$ cat src/rtl/alu_defs_pkg.sv
// Shared ALU definitions: control codes, ALUOp/funct encodings
// and the issuer state type. Imported by the issuer and the ALU.
package alu_defs_pkg;

  localparam logic [3:0] ALU_AND = 4'b0000;
  localparam logic [3:0] ALU_OR  = 4'b0001;
  localparam logic [3:0] ALU_ADD = 4'b0010;
  localparam logic [3:0] ALU_MUL = 4'b0011;
  localparam logic [3:0] ALU_SUB = 4'b0110;
  localparam logic [3:0] ALU_SLT = 4'b0111;
  localparam logic [3:0] ALU_NOR = 4'b1100;
  localparam logic [3:0] ALU_ILL = 4'b1111;

  localparam logic [2:0] ALUOP_ADD = 3'b000;
  localparam logic [2:0] ALUOP_SUB = 3'b001;
  localparam logic [2:0] ALUOP_FN  = 3'b010;
  localparam logic [2:0] ALUOP_SLT = 3'b011;
  localparam logic [2:0] ALUOP_OR  = 3'b100;
  localparam logic [2:0] ALUOP_AND = 3'b101;

  localparam logic [5:0] FN_ADD = 6'b100000;
  localparam logic [5:0] FN_SUB = 6'b100010;
  localparam logic [5:0] FN_AND = 6'b100100;
  localparam logic [5:0] FN_OR  = 6'b100101;
  localparam logic [5:0] FN_NOR = 6'b100111;
  localparam logic [5:0] FN_SLT = 6'b101010;
  localparam logic [5:0] FN_MUL = 6'b011000;

  typedef enum logic [1:0] {
    S_IDLE,
    S_ONE,
    S_MULH
  } state_e;

endpackage

$ cat src/rtl/alu_ctrl_issuer_if.sv
// Request/response bundle between ID/EX, the issuer and the ALU.
// The master side is the requester; the issuer is the slave.
interface alu_ctrl_issuer_if;
  logic       valid_i;
  logic       ready_o;
  logic [2:0] aluop_i;
  logic [5:0] funct_i;
  logic       flush_i;
  logic [3:0] ctrl_o;
  logic       ctrl_valid_o;
  logic       ctrl_last_o;
  logic       illegal_o;

  modport master (
    output valid_i, aluop_i, funct_i, flush_i,
    input  ready_o, ctrl_o, ctrl_valid_o,
    input  ctrl_last_o, illegal_o
  );

  modport slave (
    input  valid_i, aluop_i, funct_i, flush_i,
    output ready_o, ctrl_o, ctrl_valid_o,
    output ctrl_last_o, illegal_o
  );
endinterface

$ cat src/rtl/alu_ctrl_decode.sv
// Combinational {ALUOp, funct} to ALU control code decode.
// Flags multiplies and requests with no legal operation.
import alu_defs_pkg::*;

module alu_ctrl_decode (
  input  logic [2:0] aluop,
  input  logic [5:0] funct,
  output logic [3:0] code,
  output logic       is_mul,
  output logic       illegal
);

  logic [3:0] fn_code;
  logic       fn_ill;

  always_comb begin
    fn_code = ALU_ILL;
    fn_ill  = 1'b0;
    case (funct)
      FN_ADD:  fn_code = ALU_ADD;
      FN_SUB:  fn_code = ALU_SUB;
      FN_AND:  fn_code = ALU_AND;
      FN_OR:   fn_code = ALU_OR;
      FN_NOR:  fn_code = ALU_NOR;
      FN_SLT:  fn_code = ALU_SLT;
      FN_MUL:  fn_code = ALU_MUL;
      default: fn_ill  = 1'b1;
    endcase
  end

  always_comb begin
    code    = ALU_ILL;
    illegal = 1'b0;
    unique case (aluop)
      ALUOP_ADD: code = ALU_ADD;
      ALUOP_SUB: code = ALU_SUB;
      ALUOP_SLT: code = ALU_SLT;
      ALUOP_OR:  code = ALU_OR;
      ALUOP_AND: code = ALU_AND;
      ALUOP_FN: begin
        code    = fn_code;
        illegal = fn_ill;
      end
      default:   illegal = 1'b1;
    endcase
  end

  assign is_mul = !illegal && (code == ALU_MUL);

endmodule

$ cat src/rtl/alu_ctrl_issuer.sv
// Issues registered ALU control codes; holds multiplies for
// MUL_LAT cycles while back-pressuring the requester.
import alu_defs_pkg::*;

module alu_ctrl_issuer #(
  parameter int MUL_LAT = 4,
  parameter int CNT_W   = 4
) (
  input  logic               clk_i,
  input  logic               rst_i,
  alu_ctrl_issuer_if.slave   bus
);

  localparam logic [CNT_W-1:0] HOLD_INIT =
    CNT_W'(MUL_LAT - 1);

  state_e           state_q, state_d;
  logic [CNT_W-1:0] cnt_q, cnt_d;
  logic [3:0]       ctrl_q, ctrl_d;
  logic             ill_q, ill_d;

  logic [3:0] dec_code;
  logic       dec_mul;
  logic       dec_ill;
  logic       hold;
  logic       accept;

  alu_ctrl_decode u_dec (
    .aluop   (bus.aluop_i),
    .funct   (bus.funct_i),
    .code    (dec_code),
    .is_mul  (dec_mul),
    .illegal (dec_ill)
  );

  assign hold   = (state_q == S_MULH) && (cnt_q != '0);
  assign bus.ready_o = !rst_i && !hold;
  assign accept = bus.valid_i && bus.ready_o && !bus.flush_i;

  always_comb begin
    state_d = state_q;
    cnt_d   = cnt_q;
    ctrl_d  = ctrl_q;
    ill_d   = 1'b0;
    if (bus.flush_i) begin
      state_d = S_IDLE;
      cnt_d   = '0;
    end else if (hold) begin
      cnt_d = cnt_q - 1'b1;
    end else if (accept) begin
      unique case (1'b1)
        dec_ill: begin
          state_d = S_IDLE;
          ctrl_d  = ALU_ILL;
          ill_d   = 1'b1;
        end
        dec_mul: begin
          state_d = S_MULH;
          cnt_d   = HOLD_INIT;
          ctrl_d  = ALU_MUL;
        end
        default: begin
          state_d = S_ONE;
          ctrl_d  = dec_code;
        end
      endcase
    end else begin
      state_d = S_IDLE;
    end
  end

  always_ff @(posedge clk_i) begin
    if (rst_i) begin
      state_q <= S_IDLE;
      cnt_q   <= '0;
      ctrl_q  <= ALU_AND;
      ill_q   <= 1'b0;
    end else begin
      state_q <= state_d;
      cnt_q   <= cnt_d;
      ctrl_q  <= ctrl_d;
      ill_q   <= ill_d;
    end
  end

  assign bus.ctrl_o       = ctrl_q;
  assign bus.ctrl_valid_o = (state_q != S_IDLE);
  assign bus.ctrl_last_o  = (state_q == S_ONE) ||
    ((state_q == S_MULH) && (cnt_q == '0));
  assign bus.illegal_o    = ill_q;

endmodule

$ cat src/flat_wrapper.sv
// flat-port wrapper written by rule: the top's interface ports become plain ports
module alu_ctrl_issuer_flat 
#(
  parameter int MUL_LAT = 4,
  parameter int CNT_W   = 4
)
  (clk_i, rst_i, bus_valid_i, bus_aluop_i, bus_funct_i, bus_flush_i, bus_ready_o, bus_ctrl_o, bus_ctrl_valid_o, bus_ctrl_last_o, bus_illegal_o);
  alu_ctrl_issuer_if bus_i ();
  input  logic clk_i;
  input  logic rst_i;
  input wire logic [$bits(bus_i.valid_i)-1:0] bus_valid_i;
  input wire logic [$bits(bus_i.aluop_i)-1:0] bus_aluop_i;
  input wire logic [$bits(bus_i.funct_i)-1:0] bus_funct_i;
  input wire logic [$bits(bus_i.flush_i)-1:0] bus_flush_i;
  output wire logic [$bits(bus_i.ready_o)-1:0] bus_ready_o;
  output wire logic [$bits(bus_i.ctrl_o)-1:0] bus_ctrl_o;
  output wire logic [$bits(bus_i.ctrl_valid_o)-1:0] bus_ctrl_valid_o;
  output wire logic [$bits(bus_i.ctrl_last_o)-1:0] bus_ctrl_last_o;
  output wire logic [$bits(bus_i.illegal_o)-1:0] bus_illegal_o;
  assign bus_i.valid_i = bus_valid_i;
  assign bus_i.aluop_i = bus_aluop_i;
  assign bus_i.funct_i = bus_funct_i;
  assign bus_i.flush_i = bus_flush_i;
  assign bus_ready_o = bus_i.ready_o;
  assign bus_ctrl_o = bus_i.ctrl_o;
  assign bus_ctrl_valid_o = bus_i.ctrl_valid_o;
  assign bus_ctrl_last_o = bus_i.ctrl_last_o;
  assign bus_illegal_o = bus_i.illegal_o;
  alu_ctrl_issuer #(.MUL_LAT(MUL_LAT), .CNT_W(CNT_W)) u_core (.clk_i(clk_i), .rst_i(rst_i), .bus(bus_i));
endmodule
$ cat config.mk
export PLATFORM = sky130hd
export DESIGN_NAME = alu_ctrl_issuer_flat
export DESIGN_NICKNAME = d
export VERILOG_FILES = /design/src/rtl/alu_defs_pkg.sv /design/src/rtl/alu_ctrl_issuer_if.sv /design/src/rtl/alu_ctrl_decode.sv /design/src/rtl/alu_ctrl_issuer.sv /design/src/flat_wrapper.sv
export SDC_FILE = /design/constraint.sdc
export NUM_CORES = 1
export LEC_CHECK = 0
export CAP_MARGIN = 10
export CELL_PAD_IN_SITES_DETAIL_PLACEMENT = 2
export CELL_PAD_IN_SITES_GLOBAL_PLACEMENT = 2
export CORE_MARGIN = 1.5
export CORE_UTILIZATION = 28
export CTS_CLUSTER_DIAMETER = 30
export CTS_CLUSTER_SIZE = 12
export DETAILED_ROUTE_END_ITERATION = 12
export GPL_ROUTABILITY_DRIVEN = 1
export GPL_TIMING_DRIVEN = 0
export PLACE_DENSITY = 0.87
export RECOVER_POWER = 25
export SLEW_MARGIN = 5
export SYNTH_ARGS = -nofsm -noshare
export SYNTH_HDL_FRONTEND = slang
export SYNTH_SLANG_ARGS = --single-unit
$ cat constraint.sdc
create_clock -name clk_i -period 1.7 [get_ports clk_i]
set_input_delay 0.17 -clock clk_i [delete_from_list [all_inputs] [get_ports clk_i]]
set_output_delay 0.17 -clock clk_i [all_outputs]
set_load 0.02 [all_outputs]
==> impl_metrics.ini <==
[synth]
yosys.cell_types.count = 43
netlist_area_um2 = 803
syn_inst = 89
ys_ff_latch = 11
avgSynthCellArea_um2 = 9.03
yosysSeqAreaShare = 0.274
syn_nets = 104
synth_warnings = 0

[clocking]
numCtsBuffers = 3
cts_buffer_depth = 2
cts-htree-levels = 1
clk_latency_ns = 0.28
clk_root_buffer_cell = clkbuf_4
cts_sinks = 11
cts_tree = done
clk_pin_slew_worst_paths_ns = 0.07

[placement]
preCtsSetupSlack_ns = -0.287
dp.final_hpwl_um = 1720
numPortBuffers = 18
globalplace.congestion = 0.747

[layout]
syn2layout_area_growth_pct = 42.4
drive_above_1_share = 0.310
antenna_cells = 0
fin_nets = 132
final_util = 0.418

[worst_setup_path]
critPathKind = reg2out
required_ns = 1.53
r2r_end = u_core.bus.ctrl_o[3]
r2r_cells = 7
setup.worst_path.end = bus_ctrl_last_o
reg2reg_from = u_core.cnt_q[0]
startpoint_type = flop
cp_max_fo = 2
cp_data_arrival_time_ns = 1.50
crit_start = u_core.cnt_q[0]
ff2ff_setup_slack_ns = 0.08
crit_path_end_kind = primary output

[sta]
setup_viol = 0
slew_violations = 0
rsz0062_at_grt = yes
fmax_mhz = 598
fin_crit_sh = 0.983
finClkSkew_ns = 0.00330
period_needed_ns = 1.67
worst_slew_pin_slew_ns = 0.522
relSlewSlack = 0.648
hold_viol = 0
finalWorstSetupSlack_ns = 0.0289

[flow_run]
timing.max_cap.violations = 0

[global_routing]
grt_pass1_vias = 839
antenna_found_initial = 0
grt_use_total = 0.158
grt_max_degree = 11
overflow = 0
grt_first_pass_wirelength_um = 3760

[worst_hold_path]
worstHoldPathType = in2reg

[route]
drt_iter0_drc = 11
vias = 784
dr.pass1.iters = 2
wirelength_um = 2240
drc = 0
ant_nets = 0
wl_per_cell_um = 15.2
via_per_inst = 5.33

[die]
start_util = 0.294
dieHeight_um = 56.6
die_area_um2 = 3200
core_um2 = 2730
io_pins = 21
fp.dieW_um = 56.6
num_rows = 19

[power_and_ir_drop]
power_mw = 0.593
leakagePower_nw = 0.443
p_per_area_nw_per_um2 = 518
vdd_drop_max_v = 0.000325

[run_status]
status = finished clean
per-stage QoR:
stage               hold WS (ns)  cells  setup TNS (ns)  instance area [um^2]
global route               0.261    147         -0.0563                  1140
floorplan                  0.238     89               0                   803
finish                     0.235    147               0                  1140
detailed placement         0.502    138           -2.24                  1020
CTS                        0.228    145               0                  1100
global placement           0.493    138           -1.71                  1020
cell families after synthesis:
group,Yosys count,share of synthesized area
AO/OA/AOI/OAI,25,0.271
adder cells (fa/ha/maj),2,0.0311
buffers and inverters,8,0.0498
flip-flops,11,0.274
multiplexers,1,0.0125
AND/OR/NAND/NOR,42,0.361
flip-flops by register name, indices dropped and copies added, names as in the netlist:
| signal | cells |
|---|---|
| u_core.bus.ctrl_o | 4 |
| u_core.bus.illegal_o | 1 |
| u_core.cnt_q | 4 |
| u_core.state_q | 2 |
area by class of cell:
| class | instances | area (um^2) |
|---|---|---|
| sequential | 11 | 223 |
| inverter | 5 | 18.8 |
| multi-input combinational | 70 | 597 |
| fill | 307 | 1590 |
| clock buffer | 4 | 26.3 |
| timing repair buffer | 23 | 219 |
| buffer | 3 | 21.3 |
| tap | 31 | 38.8 |
worst min-delay path by stage:
stage / slack (ns) / cells past startpoint / startpoint / to
floorplan: 0.24 / 1 / rst_i / u_core.bus.ctrl_o[3]
global placement: 0.49 / 1 / u_core.cnt_q[1] / u_core.cnt_q[1]
detailed placement: 0.50 / 2 / u_core.bus.ctrl_o[2] / u_core.bus.ctrl_o[2]
CTS: 0.23 / 3 / bus_aluop_i[1] / u_core.bus.ctrl_o[2]
global route: 0.26 / 3 / bus_aluop_i[1] / u_core.bus.ctrl_o[2]
finish: 0.24 / 3 / bus_aluop_i[1] / u_core.bus.ctrl_o[2]
Yosys cell counts, drive strengths merged:
library cell / number / area [um^2]
dfxtp: 11 / 220
nor2: 10 / 37.5
a21oi: 6 / 33.8
inv: 5 / 18.8
nand2b: 5 / 46.3
a311oi: 4 / 41.3
o21ai: 4 / 20.0
buf: 3 / 21.3
nor2b: 3 / 18.8
nor3: 3 / 20.0
nor4: 3 / 25.0
or2: 3 / 18.8
ha: 2 / 25.0
nand2: 2 / 7.51
nand3: 2 / 10.0
nor3b: 2 / 20.0
nor4b: 2 / 30.0
o311ai: 2 / 17.5
o31a: 2 / 17.5
or3b: 2 / 20.0
a21boi: 1 / 7.51
a22oi: 1 / 7.51
a32oi: 1 / 27.5
a41o: 1 / 10.0
and2: 1 / 6.26
and3: 1 / 6.26
and3b: 1 / 8.76
and4: 1 / 8.76
mux2i: 1 / 10.0
o21a: 1 / 7.51
o221a: 1 / 20.0
o31ai: 1 / 7.51
or3: 1 / 6.26
critical path, stage by stage (launching register included):
cell	delay, ns
dfxtp_2	0.33
inv_2	0.07
ha_4	0.13
or3b_4	0.40
o21ai_2	0.16
buf_6	0.13
repair_timing:
item | in CTS | in global routing
resized for setup | 21 | 7
setup buffers | 3 | 2
hold buffers | 0 | 0
cloned | 0 | 0
endpoints found under the setup margin | 7 | 9
pin swaps | 3 | 4
report_power, final:
| part | total [mW] | switching (mW) | internal, mW |
|---|---|---|---|
| registers | 0.267 | 0.00308 | 0.264 |
| clock network | 0.188 | 0.0972 | 0.0911 |
| logic | 0.137 | 0.0711 | 0.0662 |
metal layers:
| metal | share of wire | global-route usage | vias to the layer above |
|---|---|---|---|
| met5 | 0 | 0 | - |
| li1 | - | - | 387 |
| met2 | 0.53 | 0.276 | 17 |
| met3 | 0.034 | 0.0346 | 5 |
| met4 | 0.030 | 0.102 | 0 |
| met1 | 0.41 | 0.168 | 375 |
placed cells by master (no fill, tap or decap), types with 3 or more instances in the layout:
cell / synthesis / final
clkbuf_4: 0 / 3
nor2_1: 10 / 9
a311oi_1: 3 / 3
a21oi_1: 5 / 5
buf_4: 0 / 5
dfxtp_1: 11 / 9
clkdlybuf4s50_1: 0 / 10
nor2b_1: 3 / 3
buf_2: 2 / 3
o21ai_0: 4 / 3
inv_1: 5 / 3
dlygate4sd3_1: 0 / 4
nand2b_1: 3 / 3
Note: power is estimated with default switching activity, not from simulation.
